==> src/rtl/id_ex_stage_if.sv <==
// Handshake and operand bus between decode, the ID/EX stage and the ALU.
interface id_ex_stage_if;
    localparam int unsigned XLEN = 32;
    localparam int unsigned RW   = 5;

    logic            flush;
    logic            in_valid;
    logic            in_ready;
    logic [1:0]      in_aluop;
    logic            in_rtype;
    logic            in_funct7_5;
    logic [2:0]      in_funct3;
    logic            in_alusrc;
    logic [XLEN-1:0] in_rs1_data;
    logic [XLEN-1:0] in_rs2_data;
    logic [XLEN-1:0] in_imm;
    logic [RW-1:0]   in_rs1_addr;
    logic [RW-1:0]   in_rs2_addr;
    logic [RW-1:0]   in_rd_addr;
    logic            in_regwrite;
    logic            exmem_regwrite;
    logic            memwb_regwrite;
    logic [RW-1:0]   exmem_rd;
    logic [RW-1:0]   memwb_rd;
    logic [XLEN-1:0] exmem_result;
    logic [XLEN-1:0] memwb_result;
    logic            out_valid;
    logic            out_ready;
    logic [3:0]      ALUCtl;
    logic [XLEN-1:0] rs1;
    logic [XLEN-1:0] rs2;
    logic [XLEN-1:0] store_data;
    logic [RW-1:0]   rd_addr;
    logic            regwrite;
    logic            illegal;

    // Upstream/downstream environment side.
    modport master (
        output flush, in_valid, in_aluop, in_rtype, in_funct7_5, in_funct3, in_alusrc,
               in_rs1_data, in_rs2_data, in_imm, in_rs1_addr, in_rs2_addr, in_rd_addr,
               in_regwrite, exmem_regwrite, memwb_regwrite, exmem_rd, memwb_rd,
               exmem_result, memwb_result, out_ready,
        input  in_ready, out_valid, ALUCtl, rs1, rs2, store_data, rd_addr, regwrite, illegal
    );

    // Pipeline stage side.
    modport slave (
        input  flush, in_valid, in_aluop, in_rtype, in_funct7_5, in_funct3, in_alusrc,
               in_rs1_data, in_rs2_data, in_imm, in_rs1_addr, in_rs2_addr, in_rd_addr,
               in_regwrite, exmem_regwrite, memwb_regwrite, exmem_rd, memwb_rd,
               exmem_result, memwb_result, out_ready,
        output in_ready, out_valid, ALUCtl, rs1, rs2, store_data, rd_addr, regwrite, illegal
    );
endinterface

==> src/rtl/id_ex_stage.sv <==
// ID/EX pipeline register: ALU-control decode, operand-B select, EX/MEM and
// MEM/WB forwarding, and MEM/WB snooping of a stalled entry.
module id_ex_stage (
    input logic          clk,
    input logic          rst,
    id_ex_stage_if.slave bus
);
    localparam int unsigned XLEN = 32;
    localparam int unsigned RW   = 5;
    localparam int unsigned CW   = 4;

    localparam logic [CW-1:0] CTL_AND = 4'b0000;
    localparam logic [CW-1:0] CTL_OR  = 4'b0001;
    localparam logic [CW-1:0] CTL_ADD = 4'b0010;
    localparam logic [CW-1:0] CTL_SUB = 4'b0110;
    localparam logic [CW-1:0] CTL_BAD = 4'b1111;

    logic            r_valid;
    logic [CW-1:0]   r_ctl;
    logic            r_illegal;
    logic            r_alusrc;
    logic [XLEN-1:0] r_rs1_data;
    logic [XLEN-1:0] r_rs2_data;
    logic [XLEN-1:0] r_imm;
    logic [RW-1:0]   r_rs1_addr;
    logic [RW-1:0]   r_rs2_addr;
    logic [RW-1:0]   r_rd_addr;
    logic            r_regwrite;

    logic            w_in_ready;
    logic            w_capture;
    logic            w_stall;
    logic            w_snoop_rs1;
    logic            w_snoop_rs2;
    logic [CW-1:0]   w_ctl;
    logic            w_illegal;
    logic [XLEN-1:0] w_rs1_fwd;
    logic [XLEN-1:0] w_rs2_fwd;

    assign w_in_ready = !r_valid || bus.out_ready;
    assign w_capture  = bus.in_valid && w_in_ready && !bus.flush;
    assign w_stall    = r_valid && !bus.out_ready;

    // A held nonzero source matching the MEM/WB write is refreshed while stalled.
    assign w_snoop_rs1 = w_stall && bus.memwb_regwrite && (bus.memwb_rd != '0)
                         && (bus.memwb_rd == r_rs1_addr);
    assign w_snoop_rs2 = w_stall && bus.memwb_regwrite && (bus.memwb_rd != '0)
                         && (bus.memwb_rd == r_rs2_addr);

    // ALU control decode from aluop/funct3/funct7[5].
    always_comb begin
        w_ctl     = CTL_ADD;
        w_illegal = 1'b0;
        case (bus.in_aluop)
            2'b00: w_ctl = CTL_ADD;
            2'b01: w_ctl = CTL_SUB;
            2'b10: begin
                case (bus.in_funct3)
                    3'b000:  w_ctl = (bus.in_rtype && bus.in_funct7_5) ? CTL_SUB : CTL_ADD;
                    3'b111:  w_ctl = CTL_AND;
                    3'b110:  w_ctl = CTL_OR;
                    default: begin
                        w_ctl     = CTL_BAD;
                        w_illegal = 1'b1;
                    end
                endcase
            end
            default: begin
                w_ctl     = CTL_BAD;
                w_illegal = 1'b1;
            end
        endcase
    end

    // Operand forwarding; EX/MEM wins over MEM/WB, x0 never forwards.
    always_comb begin
        w_rs1_fwd = r_rs1_data;
        if (bus.exmem_regwrite && (bus.exmem_rd != '0) && (bus.exmem_rd == r_rs1_addr))
            w_rs1_fwd = bus.exmem_result;
        else if (bus.memwb_regwrite && (bus.memwb_rd != '0) && (bus.memwb_rd == r_rs1_addr))
            w_rs1_fwd = bus.memwb_result;

        w_rs2_fwd = r_rs2_data;
        if (bus.exmem_regwrite && (bus.exmem_rd != '0) && (bus.exmem_rd == r_rs2_addr))
            w_rs2_fwd = bus.exmem_result;
        else if (bus.memwb_regwrite && (bus.memwb_rd != '0) && (bus.memwb_rd == r_rs2_addr))
            w_rs2_fwd = bus.memwb_result;
    end

    // Entry register: reset, flush, capture, drain, or hold with snoop.
    always_ff @(posedge clk) begin
        if (rst) begin
            r_valid    <= 1'b0;
            r_ctl      <= CTL_ADD;
            r_illegal  <= 1'b0;
            r_alusrc   <= 1'b0;
            r_rs1_data <= '0;
            r_rs2_data <= '0;
            r_imm      <= '0;
            r_rs1_addr <= '0;
            r_rs2_addr <= '0;
            r_rd_addr  <= '0;
            r_regwrite <= 1'b0;
        end else if (bus.flush) begin
            r_valid <= 1'b0;
        end else if (w_capture) begin
            r_valid    <= 1'b1;
            r_ctl      <= w_ctl;
            r_illegal  <= w_illegal;
            r_alusrc   <= bus.in_alusrc;
            r_rs1_data <= bus.in_rs1_data;
            r_rs2_data <= bus.in_rs2_data;
            r_imm      <= bus.in_imm;
            r_rs1_addr <= bus.in_rs1_addr;
            r_rs2_addr <= bus.in_rs2_addr;
            r_rd_addr  <= bus.in_rd_addr;
            r_regwrite <= bus.in_regwrite;
        end else if (r_valid && bus.out_ready) begin
            r_valid <= 1'b0;
        end else begin
            if (w_snoop_rs1) r_rs1_data <= bus.memwb_result;
            if (w_snoop_rs2) r_rs2_data <= bus.memwb_result;
        end
    end

    assign bus.in_ready   = w_in_ready;
    assign bus.out_valid  = r_valid;
    assign bus.ALUCtl     = r_ctl;
    assign bus.illegal    = r_illegal;
    assign bus.rs1        = w_rs1_fwd;
    assign bus.rs2        = r_alusrc ? r_imm : w_rs2_fwd;
    assign bus.store_data = w_rs2_fwd;
    assign bus.rd_addr    = r_rd_addr;
    assign bus.regwrite   = r_regwrite;
endmodule

==> src/flat_wrapper.sv <==
// flat-port wrapper written by rule: the top's interface ports become plain ports
module id_ex_stage_flat 
  (clk, rst, bus_flush, bus_in_valid, bus_in_aluop, bus_in_rtype, bus_in_funct7_5, bus_in_funct3, bus_in_alusrc, bus_in_rs1_data, bus_in_rs2_data, bus_in_imm, bus_in_rs1_addr, bus_in_rs2_addr, bus_in_rd_addr, bus_in_regwrite, bus_exmem_regwrite, bus_memwb_regwrite, bus_exmem_rd, bus_memwb_rd, bus_exmem_result, bus_memwb_result, bus_out_ready, bus_in_ready, bus_out_valid, bus_ALUCtl, bus_rs1, bus_rs2, bus_store_data, bus_rd_addr, bus_regwrite, bus_illegal);
  id_ex_stage_if bus_i ();
  input logic clk;
  input logic rst;
  input wire logic [$bits(bus_i.flush)-1:0] bus_flush;
  input wire logic [$bits(bus_i.in_valid)-1:0] bus_in_valid;
  input wire logic [$bits(bus_i.in_aluop)-1:0] bus_in_aluop;
  input wire logic [$bits(bus_i.in_rtype)-1:0] bus_in_rtype;
  input wire logic [$bits(bus_i.in_funct7_5)-1:0] bus_in_funct7_5;
  input wire logic [$bits(bus_i.in_funct3)-1:0] bus_in_funct3;
  input wire logic [$bits(bus_i.in_alusrc)-1:0] bus_in_alusrc;
  input wire logic [$bits(bus_i.in_rs1_data)-1:0] bus_in_rs1_data;
  input wire logic [$bits(bus_i.in_rs2_data)-1:0] bus_in_rs2_data;
  input wire logic [$bits(bus_i.in_imm)-1:0] bus_in_imm;
  input wire logic [$bits(bus_i.in_rs1_addr)-1:0] bus_in_rs1_addr;
  input wire logic [$bits(bus_i.in_rs2_addr)-1:0] bus_in_rs2_addr;
  input wire logic [$bits(bus_i.in_rd_addr)-1:0] bus_in_rd_addr;
  input wire logic [$bits(bus_i.in_regwrite)-1:0] bus_in_regwrite;
  input wire logic [$bits(bus_i.exmem_regwrite)-1:0] bus_exmem_regwrite;
  input wire logic [$bits(bus_i.memwb_regwrite)-1:0] bus_memwb_regwrite;
  input wire logic [$bits(bus_i.exmem_rd)-1:0] bus_exmem_rd;
  input wire logic [$bits(bus_i.memwb_rd)-1:0] bus_memwb_rd;
  input wire logic [$bits(bus_i.exmem_result)-1:0] bus_exmem_result;
  input wire logic [$bits(bus_i.memwb_result)-1:0] bus_memwb_result;
  input wire logic [$bits(bus_i.out_ready)-1:0] bus_out_ready;
  output wire logic [$bits(bus_i.in_ready)-1:0] bus_in_ready;
  output wire logic [$bits(bus_i.out_valid)-1:0] bus_out_valid;
  output wire logic [$bits(bus_i.ALUCtl)-1:0] bus_ALUCtl;
  output wire logic [$bits(bus_i.rs1)-1:0] bus_rs1;
  output wire logic [$bits(bus_i.rs2)-1:0] bus_rs2;
  output wire logic [$bits(bus_i.store_data)-1:0] bus_store_data;
  output wire logic [$bits(bus_i.rd_addr)-1:0] bus_rd_addr;
  output wire logic [$bits(bus_i.regwrite)-1:0] bus_regwrite;
  output wire logic [$bits(bus_i.illegal)-1:0] bus_illegal;
  assign bus_i.flush = bus_flush;
  assign bus_i.in_valid = bus_in_valid;
  assign bus_i.in_aluop = bus_in_aluop;
  assign bus_i.in_rtype = bus_in_rtype;
  assign bus_i.in_funct7_5 = bus_in_funct7_5;
  assign bus_i.in_funct3 = bus_in_funct3;
  assign bus_i.in_alusrc = bus_in_alusrc;
  assign bus_i.in_rs1_data = bus_in_rs1_data;
  assign bus_i.in_rs2_data = bus_in_rs2_data;
  assign bus_i.in_imm = bus_in_imm;
  assign bus_i.in_rs1_addr = bus_in_rs1_addr;
  assign bus_i.in_rs2_addr = bus_in_rs2_addr;
  assign bus_i.in_rd_addr = bus_in_rd_addr;
  assign bus_i.in_regwrite = bus_in_regwrite;
  assign bus_i.exmem_regwrite = bus_exmem_regwrite;
  assign bus_i.memwb_regwrite = bus_memwb_regwrite;
  assign bus_i.exmem_rd = bus_exmem_rd;
  assign bus_i.memwb_rd = bus_memwb_rd;
  assign bus_i.exmem_result = bus_exmem_result;
  assign bus_i.memwb_result = bus_memwb_result;
  assign bus_i.out_ready = bus_out_ready;
  assign bus_in_ready = bus_i.in_ready;
  assign bus_out_valid = bus_i.out_valid;
  assign bus_ALUCtl = bus_i.ALUCtl;
  assign bus_rs1 = bus_i.rs1;
  assign bus_rs2 = bus_i.rs2;
  assign bus_store_data = bus_i.store_data;
  assign bus_rd_addr = bus_i.rd_addr;
  assign bus_regwrite = bus_i.regwrite;
  assign bus_illegal = bus_i.illegal;
  id_ex_stage u_core (.clk(clk), .rst(rst), .bus(bus_i));
endmodule
==> config.mk <==
export PLATFORM = sky130hd
export DESIGN_NAME = id_ex_stage_flat
export DESIGN_NICKNAME = d
export VERILOG_FILES = /design/src/rtl/id_ex_stage_if.sv /design/src/rtl/id_ex_stage.sv /design/src/flat_wrapper.sv
export SDC_FILE = /design/constraint.sdc
export NUM_CORES = 1
export LEC_CHECK = 0
export CAP_MARGIN = 10
export CORE_MARGIN = 5
export CORE_UTILIZATION = 30
export CTS_BUF_LIST = sky130_fd_sc_hd__clkbuf_4
export DETAILED_ROUTE_END_ITERATION = 12
export GPL_TIMING_DRIVEN = 0
export SETUP_SLACK_MARGIN = 0.1
export SLEW_MARGIN = 10
export SYNTH_ARGS = -nofsm -noshare
export SYNTH_HDL_FRONTEND = slang
export SYNTH_SLANG_ARGS = --single-unit
export TNS_END_PERCENT = 20
==> constraint.sdc <==
create_clock -name clk -period 4.5 [get_ports clk]
set_clock_uncertainty 0.05 [all_clocks]
set_input_delay 0.675 -clock clk [delete_from_list [all_inputs] [get_ports clk]]
set_output_delay 0.675 -clock clk [all_outputs]
set_load 0.1 [all_outputs]
### Word level (Yosys, flattened, before mapping)

Cells that the tools add are included.

* register bits: 119
* input port bits: 201
* logic and storage cells: 71

* equal/unequal tests: 9
* multiplexer cells: 18
* bitwise gates (word level): 1
* reductions and logical operators: 32

Operators with widths (count)
* 32-bit 2-to-1 mux: 11
* 4-bit case mux with 3 select lines: 2
* 5-bit equality test: 4
* 1-bit logical AND: 15
* 5-bit nonzero test: 2
* 3-bit equality test (second input constant): 2
* 3-bit AND reduction: 2
* 2-bit nonzero test: 3
* 2-bit OR reduction: 2
* 1-bit zero test: 3
* 3-bit zero test: 1
* 1-bit 2-to-1 mux: 3
* 3-bit 2-to-1 mux: 1
* 3-bit OR reduction: 1
* 2-bit by 1-bit equality test with 1-bit output (second input constant): 1
* 2-bit equality test (second input constant): 1
* 2-bit zero test: 1
* 2-bit by 1-bit inequality test with 1-bit output (second input constant): 1
* 1-bit case mux with 2 select lines: 1
* 2-bit AND reduction: 1
* 1-bit logical OR: 1
* 1-bit inverter: 1

### Depth between registers and ports, before layout

* word-level depth: 8
* gate-level depth with buffers: 7
* depth with buffers taken out: 5

### Least setup slack after synthesis

No wires, ideal clock.

* path kind: input-to-output
* start point: input port bus_memwb_rd[4]
* end point: output port bus_rs2[23]
* arrival time: 4.242 ns
* path slack: -0.467 ns
* stages: 7
* path through: or4_4 > o21a_1 > and3_4 > buf_6 > buf_12 > mux2i_1 > a221oi_1

* longest elaborated chain between the ends: 6
* elaborated cells on any way between the ends: 7

Ends and longest elaborated chain
* start: declaration: line flat_wrapper.sv:24 `input wire logic [$bits(bus_i.memwb_rd)-1:0] bus_memwb_rd;`
* 5-bit nonzero test: line id_ex_stage.sv:86 `else if (bus.memwb_regwrite && (bus.memwb_rd != '0) && (bus.memwb_rd == r_rs2_addr))`
* 1-bit logical AND: line id_ex_stage.sv:86
* 1-bit logical AND (*): line id_ex_stage.sv:86
* 32-bit 2-to-1 mux (*): line id_ex_stage.sv:86
* 32-bit 2-to-1 mux (*): line id_ex_stage.sv:84 `if (bus.exmem_regwrite && (bus.exmem_rd != '0) && (bus.exmem_rd == r_rs2_addr))`
* 32-bit 2-to-1 mux (*): line id_ex_stage.sv:131 `assign bus.rs2 = r_alusrc ? r_imm : w_rs2_fwd;`
* end: declaration: line flat_wrapper.sv:32 `output wire logic [$bits(bus_i.rs2)-1:0] bus_rs2;`

Every way passes the cells marked *; elsewhere a longest branch is shown, timed or not.

### Final worst setup path

* start point: input port bus_exmem_rd[0]
* end point: output port bus_store_data[19]

* longest elaborated chain between the ends: 4
* elaborated cells on any way between the ends: 5

Ends and longest elaborated chain
* start: declaration: line flat_wrapper.sv:23 `input wire logic [$bits(bus_i.exmem_rd)-1:0] bus_exmem_rd;`
* 5-bit nonzero test: line id_ex_stage.sv:84
* 1-bit logical AND: line id_ex_stage.sv:84
* 1-bit logical AND (*): line id_ex_stage.sv:84
* 32-bit 2-to-1 mux (*): line id_ex_stage.sv:84
* end: declaration: line flat_wrapper.sv:33 `output wire logic [$bits(bus_i.store_data)-1:0] bus_store_data;`

Marked as above.

==> metrics.txt <==
outcome=finished clean; asr flop ratio synth=0%; wire per inst=22.5 um; critical-path cell list=clkdlybuf4s50_1 > or4_1 > o21a_1 > nand3_2 > clkbuf_1 > nor2_1 > a21oi_1 > dlygate4sd2_1; Final Hold Viols=0; R2R setup slack=roughly 2100 ps; worst path bufs/invs=3; CTS sink count=between 100 and 150; P&R area growth vs syn=51.7%; H-tree levels=4; commonest non-fill, non-tap cell in the layout=clkdlybuf4s50_1; Primary FF master, synth=dfxtp_1; Pre-antenna DRT Iters=7; GRT Overall Usage=about a quarter; TritonCTS clock tree=built; hpwl dp=between 20 and 30 mm; Netlist cell types=37; layout cells sized above 1=between 10% and 20%; Hold WC Path Type=reg2reg; Hold Path End=u_core.bus.rd_addr[0]; Setup CP Type=in2out; DIE WIDTH=165 um; sequential fraction of the synthesis area=about 33%; DRC=0; Hold Path Depth=2; CP Max Fanout=10; worst-skew pair later-pin latency=between 500 and 600 ps; Slew Limit Fails=0; CP max-delay cell=dlygate4sd2_1; # IOs=between 300 and 400; leading area contributor after synthesis=dfxtp_1; Rel. slew slack=29.5%; reg2reg end=u_core.r_rs1_data[12]; die height=roughly 160 um; GR Overflow Total=0; Tot Pwr=0.00347 W; data arrival time of the worst path=roughly 3800 ps; syn avg cell area=7.38 um2; maximum buffer depth of the clock tree=2; Logic pwr share=42.6%; Worst path max stage delay=roughly 910 ps; Synth Instances=~980; initial DRC count=968; fraction of post-synthesis cell area in the top cell type by area=around a third; cell family with most CP delay=buffers and inverters; number of buffers created by CTS=17; Setup-failing EPs final=0; RSZ-0062 raised after global routing=true; Buffers on Ports=just over 300; net switching power=~0.0016 W; Max Cap Violations=0; Via-to-Cell Ratio=5.55; Fill cells=2477; fin crit period=between 4000 and 5000 ps; final core utilization=between 40% and 50%; final wirelength=around 37 mm; synthesized flop and latch total=119; Clk pwr share=about a quarter; fin nets=1503; Pwr Density=about 320 mW/mm2; sequential power share=roughly a third; Std-Cell Rows=56; most frequent cells in the layout=212 x clkdlybuf4s50_1, 136 x nand2_1, 132 x nand3_1, 119 x dfxtp_1, 82 x a21oi_1; VDD IR-drop max=149 uV; initial antenna violation count=3; Final period util=around 100%; Via Count=between 9000 and 10000; CP Capture Type=output port; Worst-path clk slew=approximately 120 ps; CP Depth=8; number of global-route vias before repair=a little under 9000; Initial Util=30.6%; Final ANT Viol Nets=0; largest net degree at the start of global routing=17; Reg2Reg Depth=7; global-route wire length before repair=~54 mm; Worst EP required=roughly 3800 ps; Final Wtd Congestion=between 0.8 and 0.9; Fin Hold WS=411 ps; die area=roughly 0.027 mm2; Int Pwr=approximately 0.0019 W; Sw Share=a little under half; actual slew at the worst max-slew pin=between 1000 and 1500 ps; worst slack at placement=-759 ps; DP Cell Count=approximately 1600; synthesized net count=~1200; fmax=between 0.2 and 0.25 GHz; Yosys warnings=0; Post-synth EDFFs=0; Final Non-Filler Cells=~1600; Hold Crit Start=u_core.bus.rd_addr[0]; core area=approximately 0.024 mm2; Root Buffer=clkbuf_4; Startpoint Class=input pin; Post-Syn Area=slightly above 0.007 mm2; final worst setup slack=7.00 ps; FF-to-FF Start=u_core.r_rs1_addr[2]; Synth area leaders=dfxtp_1 33%, nand3_1 9.2%, mux2i_1 8.8%; leakage power=between 3 and 4 nW
==> through the flow <==
stage	TNS, ps	cell area, um2
global route	-314	10900
finish	0	10900
global placement	-35990	10800
floorplan	-15650	7270
detailed placement	-34610	10800
CTS	0	11100
==> timing repair <==
| item | 4_1_cts | 5_1_grt |
|---|---|---|
| hold buffers | 0 | 0 |
| setup endpoints to repair | 96 | 46 |
| buffers inserted | 0 | 0 |
| resized for setup | 298 | 72 |
==> cells by family after synthesis <==
logic type,Yosys count,synth area share (%)
muxes,64,9.07
DFF,119,33.1
xor gates and xnor gates,20,2.43
AOI/OAI and AO/OA,286,25.4
and+or+nand+nor,353,22.0
buffers and inverters,133,8.05
==> final cells by class <==
| cell class | instances | area [um2] | area share (%) |
|---|---|---|---|
| antenna | 1 | 2.50 | 0.0229 |
| buffer | 100 | 460 | 4.22 |
| clock inverter | 15 | 154 | 1.41 |
| tap | 319 | 399 | 3.65 |
| inverter | 33 | 124 | 1.13 |
| timing repair buffer | 308 | 2950 | 27.0 |
| multi-input combinational | 723 | 4320 | 39.6 |
| sequential | 119 | 2380 | 21.8 |
| clock buffer | 17 | 128 | 1.17 |
==> cells in the mapped netlist (4+ instances only) <==
cell type	count
nand2_1	136
nand3_1	132
dfxtp_1	119
a21oi_1	82
clkbuf_1	73
a31oi_1	66
a22oi_1	64
mux2i_1	63
nor2_1	39
nor3_1	35
inv_1	33
o21ai_0	32
a221oi_1	31
buf_2	19
xor2_1	14
xnor2_1	6
buf_1	4
o21a_1	4
==> state kept, by name, summed over array words and instances (netlist names) <==
signal / cells
u_core.r_imm: 32
u_core.r_rs1_addr: 5
u_core.bus.rd_addr: 5
u_core.r_rs1_data: 32
u_core.bus.ALUCtl: 4
u_core.r_rs2_data: 32
u_core.bus.regwrite: 1
u_core.r_alusrc: 1
u_core.bus.illegal: 1
u_core.bus.out_valid: 1
u_core.r_rs2_addr: 5
==> worst reg2reg max path: stages (launching register included) <==
cell     delay [ps]
dfxtp_1         420
xnor2_1         140
nand2_1          80
nor4_1          410
buf_2           370
buf_1           510
nand3_1         150
a31oi_1         210
==> layer usage <==
layer	vias to the layer above	GRT usage [%]	routed length, um
met5	-	0	32
met4	4	5.75	650
met3	47	6.91	3470
met2	501	42.9	17100
met1	4302	33.9	15600
li1	4218	-	-
==> how the worst max path moves through the flow <==
stage | slack, ps | endpoint | startpoint
5_1_grt | -70 | bus_store_data[18] | bus_exmem_rd[3]
3_5_place_dp | -760 | bus_rs1[20] | bus_exmem_rd[0]
2_1_floorplan | -470 | bus_rs2[15] | bus_memwb_rd[4]
6_report | 7 | bus_store_data[19] | bus_exmem_rd[0]
4_1_cts | 3 | bus_store_data[22] | bus_exmem_rd[0]
3_3_place_gp | -810 | bus_rs1[19] | bus_memwb_rd[1]
==> power by group through the flow <==
| stage | clock (W) | combinational (W) | sequential (W) |
|---|---|---|---|
| floorplan | 0 | 0.000968 | 0.00122 |
| global placement | 0 | 0.00152 | 0.00119 |
| detailed placement | 0 | 0.00152 | 0.00119 |
| CTS | 0.000826 | 0.00149 | 0.00117 |
| global route | 0.000867 | 0.00154 | 0.00118 |
| finish | 0.000819 | 0.00148 | 0.00117 |
Note: power is estimated with default switching activity, not from simulation.
==> edit (config.mk and constraints unchanged) <==
`XLEN` is set to 32 in 2 places; all go to 16.
--- a/src/rtl/id_ex_stage_if.sv
+++ b/src/rtl/id_ex_stage_if.sv
@@ -1,5 +1,5 @@
 // Handshake and operand bus between decode, the ID/EX stage and the ALU.
 interface id_ex_stage_if;
-    localparam int unsigned XLEN = 32;
+    localparam int unsigned XLEN = 16;
     localparam int unsigned RW   = 5;
 
--- a/src/rtl/id_ex_stage.sv
+++ b/src/rtl/id_ex_stage.sv
@@ -6,5 +6,5 @@
     id_ex_stage_if.slave bus
 );
-    localparam int unsigned XLEN = 32;
+    localparam int unsigned XLEN = 16;
     localparam int unsigned RW   = 5;
     localparam int unsigned CW   = 4;
Interface: changed (8 resized); port bits go from 310 to 182. No check against the original RTL was run, so the function may have changed too.
==> edit against the original RTL <==
Die area is 38% lower; sequential cell count down 48; sequential power down 40%; via count is 44% lower; hold slack improved by 0.0013 ns; first-iteration DRC count fell by 53%; synthesized cell count decreased by 42%; setup slack improved by 0.23 ns; power shrank 42%; final area shrank 40%; synthesized area decreased by 40%; register-to-register slack got worse by 0.10 ns; routed wire length down 49%.
==> edit: results (changes against the original RTL) <==
[synthesis]
syn_nets = 683  ; -42%
ys_types = 38  ; +2.7%
yosys.area_share.xor_xnor = 0.0404  ; +0.0161
syn_avg_cell_area_um2 = 7.71  ; +4.5%

[detailed_routing]
num_vias = 5094  ; -44%
drtIter0Drc = 458  ; -53%
wl_per_cell_um = 20.1  ; -11%

[layout]
stdcell_count = 942  ; -42%

[grt]
grt_antenna_before_repair = 0  ; -3
grtUsageMet3 = 0.0757  ; +0.00660
grt_use_total = 0.215  ; -0.0446
grt_use_met1 = 0.262  ; -0.0767
met2_usage = 0.351  ; -0.0781
grt_max_degree = 12  ; -5

[hold_path]
worstHoldStart = u_core.r_imm[3]
min_to = u_core.r_imm[3]

[worst_setup_path]
r2r_end = u_core.r_rs1_addr[1]
endpoint = bus_rs2[9]
cp-startpoint = bus_memwb_rd[4]
rr_startpoint = u_core.bus.out_valid
rrSetupSlack_ns = 1.96  ; -0.10 ns

[cts]
clk_pin_slew_ns = 0.10  ; -0.02 ns
cts_buffers = 9  ; -8
clock_latency_ns = 0.47  ; -0.08 ns

[outcome]
outcome = finished clean

[power]
power.total_mw = 2.01  ; -42%
leakage_nw = 2.14  ; -41%
pg_comb_uw = 832  ; -44%

[placed_design]
port_buffers = 180  ; -42%
gp_congestion = 0.953  ; +7.6%

[sta]
fmaxAchievable_ghz = 0.234  ; +5.3%

==> edit: final cells by class <==
class	count	area (um^2)	area share
buffer	53	258	0.0394
clock inverter	5	72.6	0.0111
clock buffer	11	82.6	0.0126
timing repair buffer	180	1790	0.274
tap	184	230	0.0352
inverter	17	63.8	0.00975
sequential	71	1420	0.217
multi-input combinational	421	2630	0.401
==> edit: what timing repair did <==
action | 4_1_cts | 5_1_grt
hold buffers | 0 | 0
pin swaps | 0 | 0
resized for setup | 144 | 25
endpoints found under the setup margin | 48 | 20
==> edit: critical path, cell delays in order <==
cell,delay (ns)
clkdlybuf4s50_1,0.47
or4_1,0.57
o21a_1,0.20
and3_1,0.17
buf_6,0.14
buf_8,0.16
mux2i_4,0.22
a221oi_2,0.31
clkdlybuf4s15_2,0.60
==> edit: routing by layer <==
| layer | vias up | routed length (um) |
|---|---|---|
| li1 | 2413 | - |
| met1 | 2372 | 7690 |
| met2 | 277 | 8620 |
| met3 | 32 | 2220 |
| met4 | 0 | 426 |
| met5 | - | 0 |
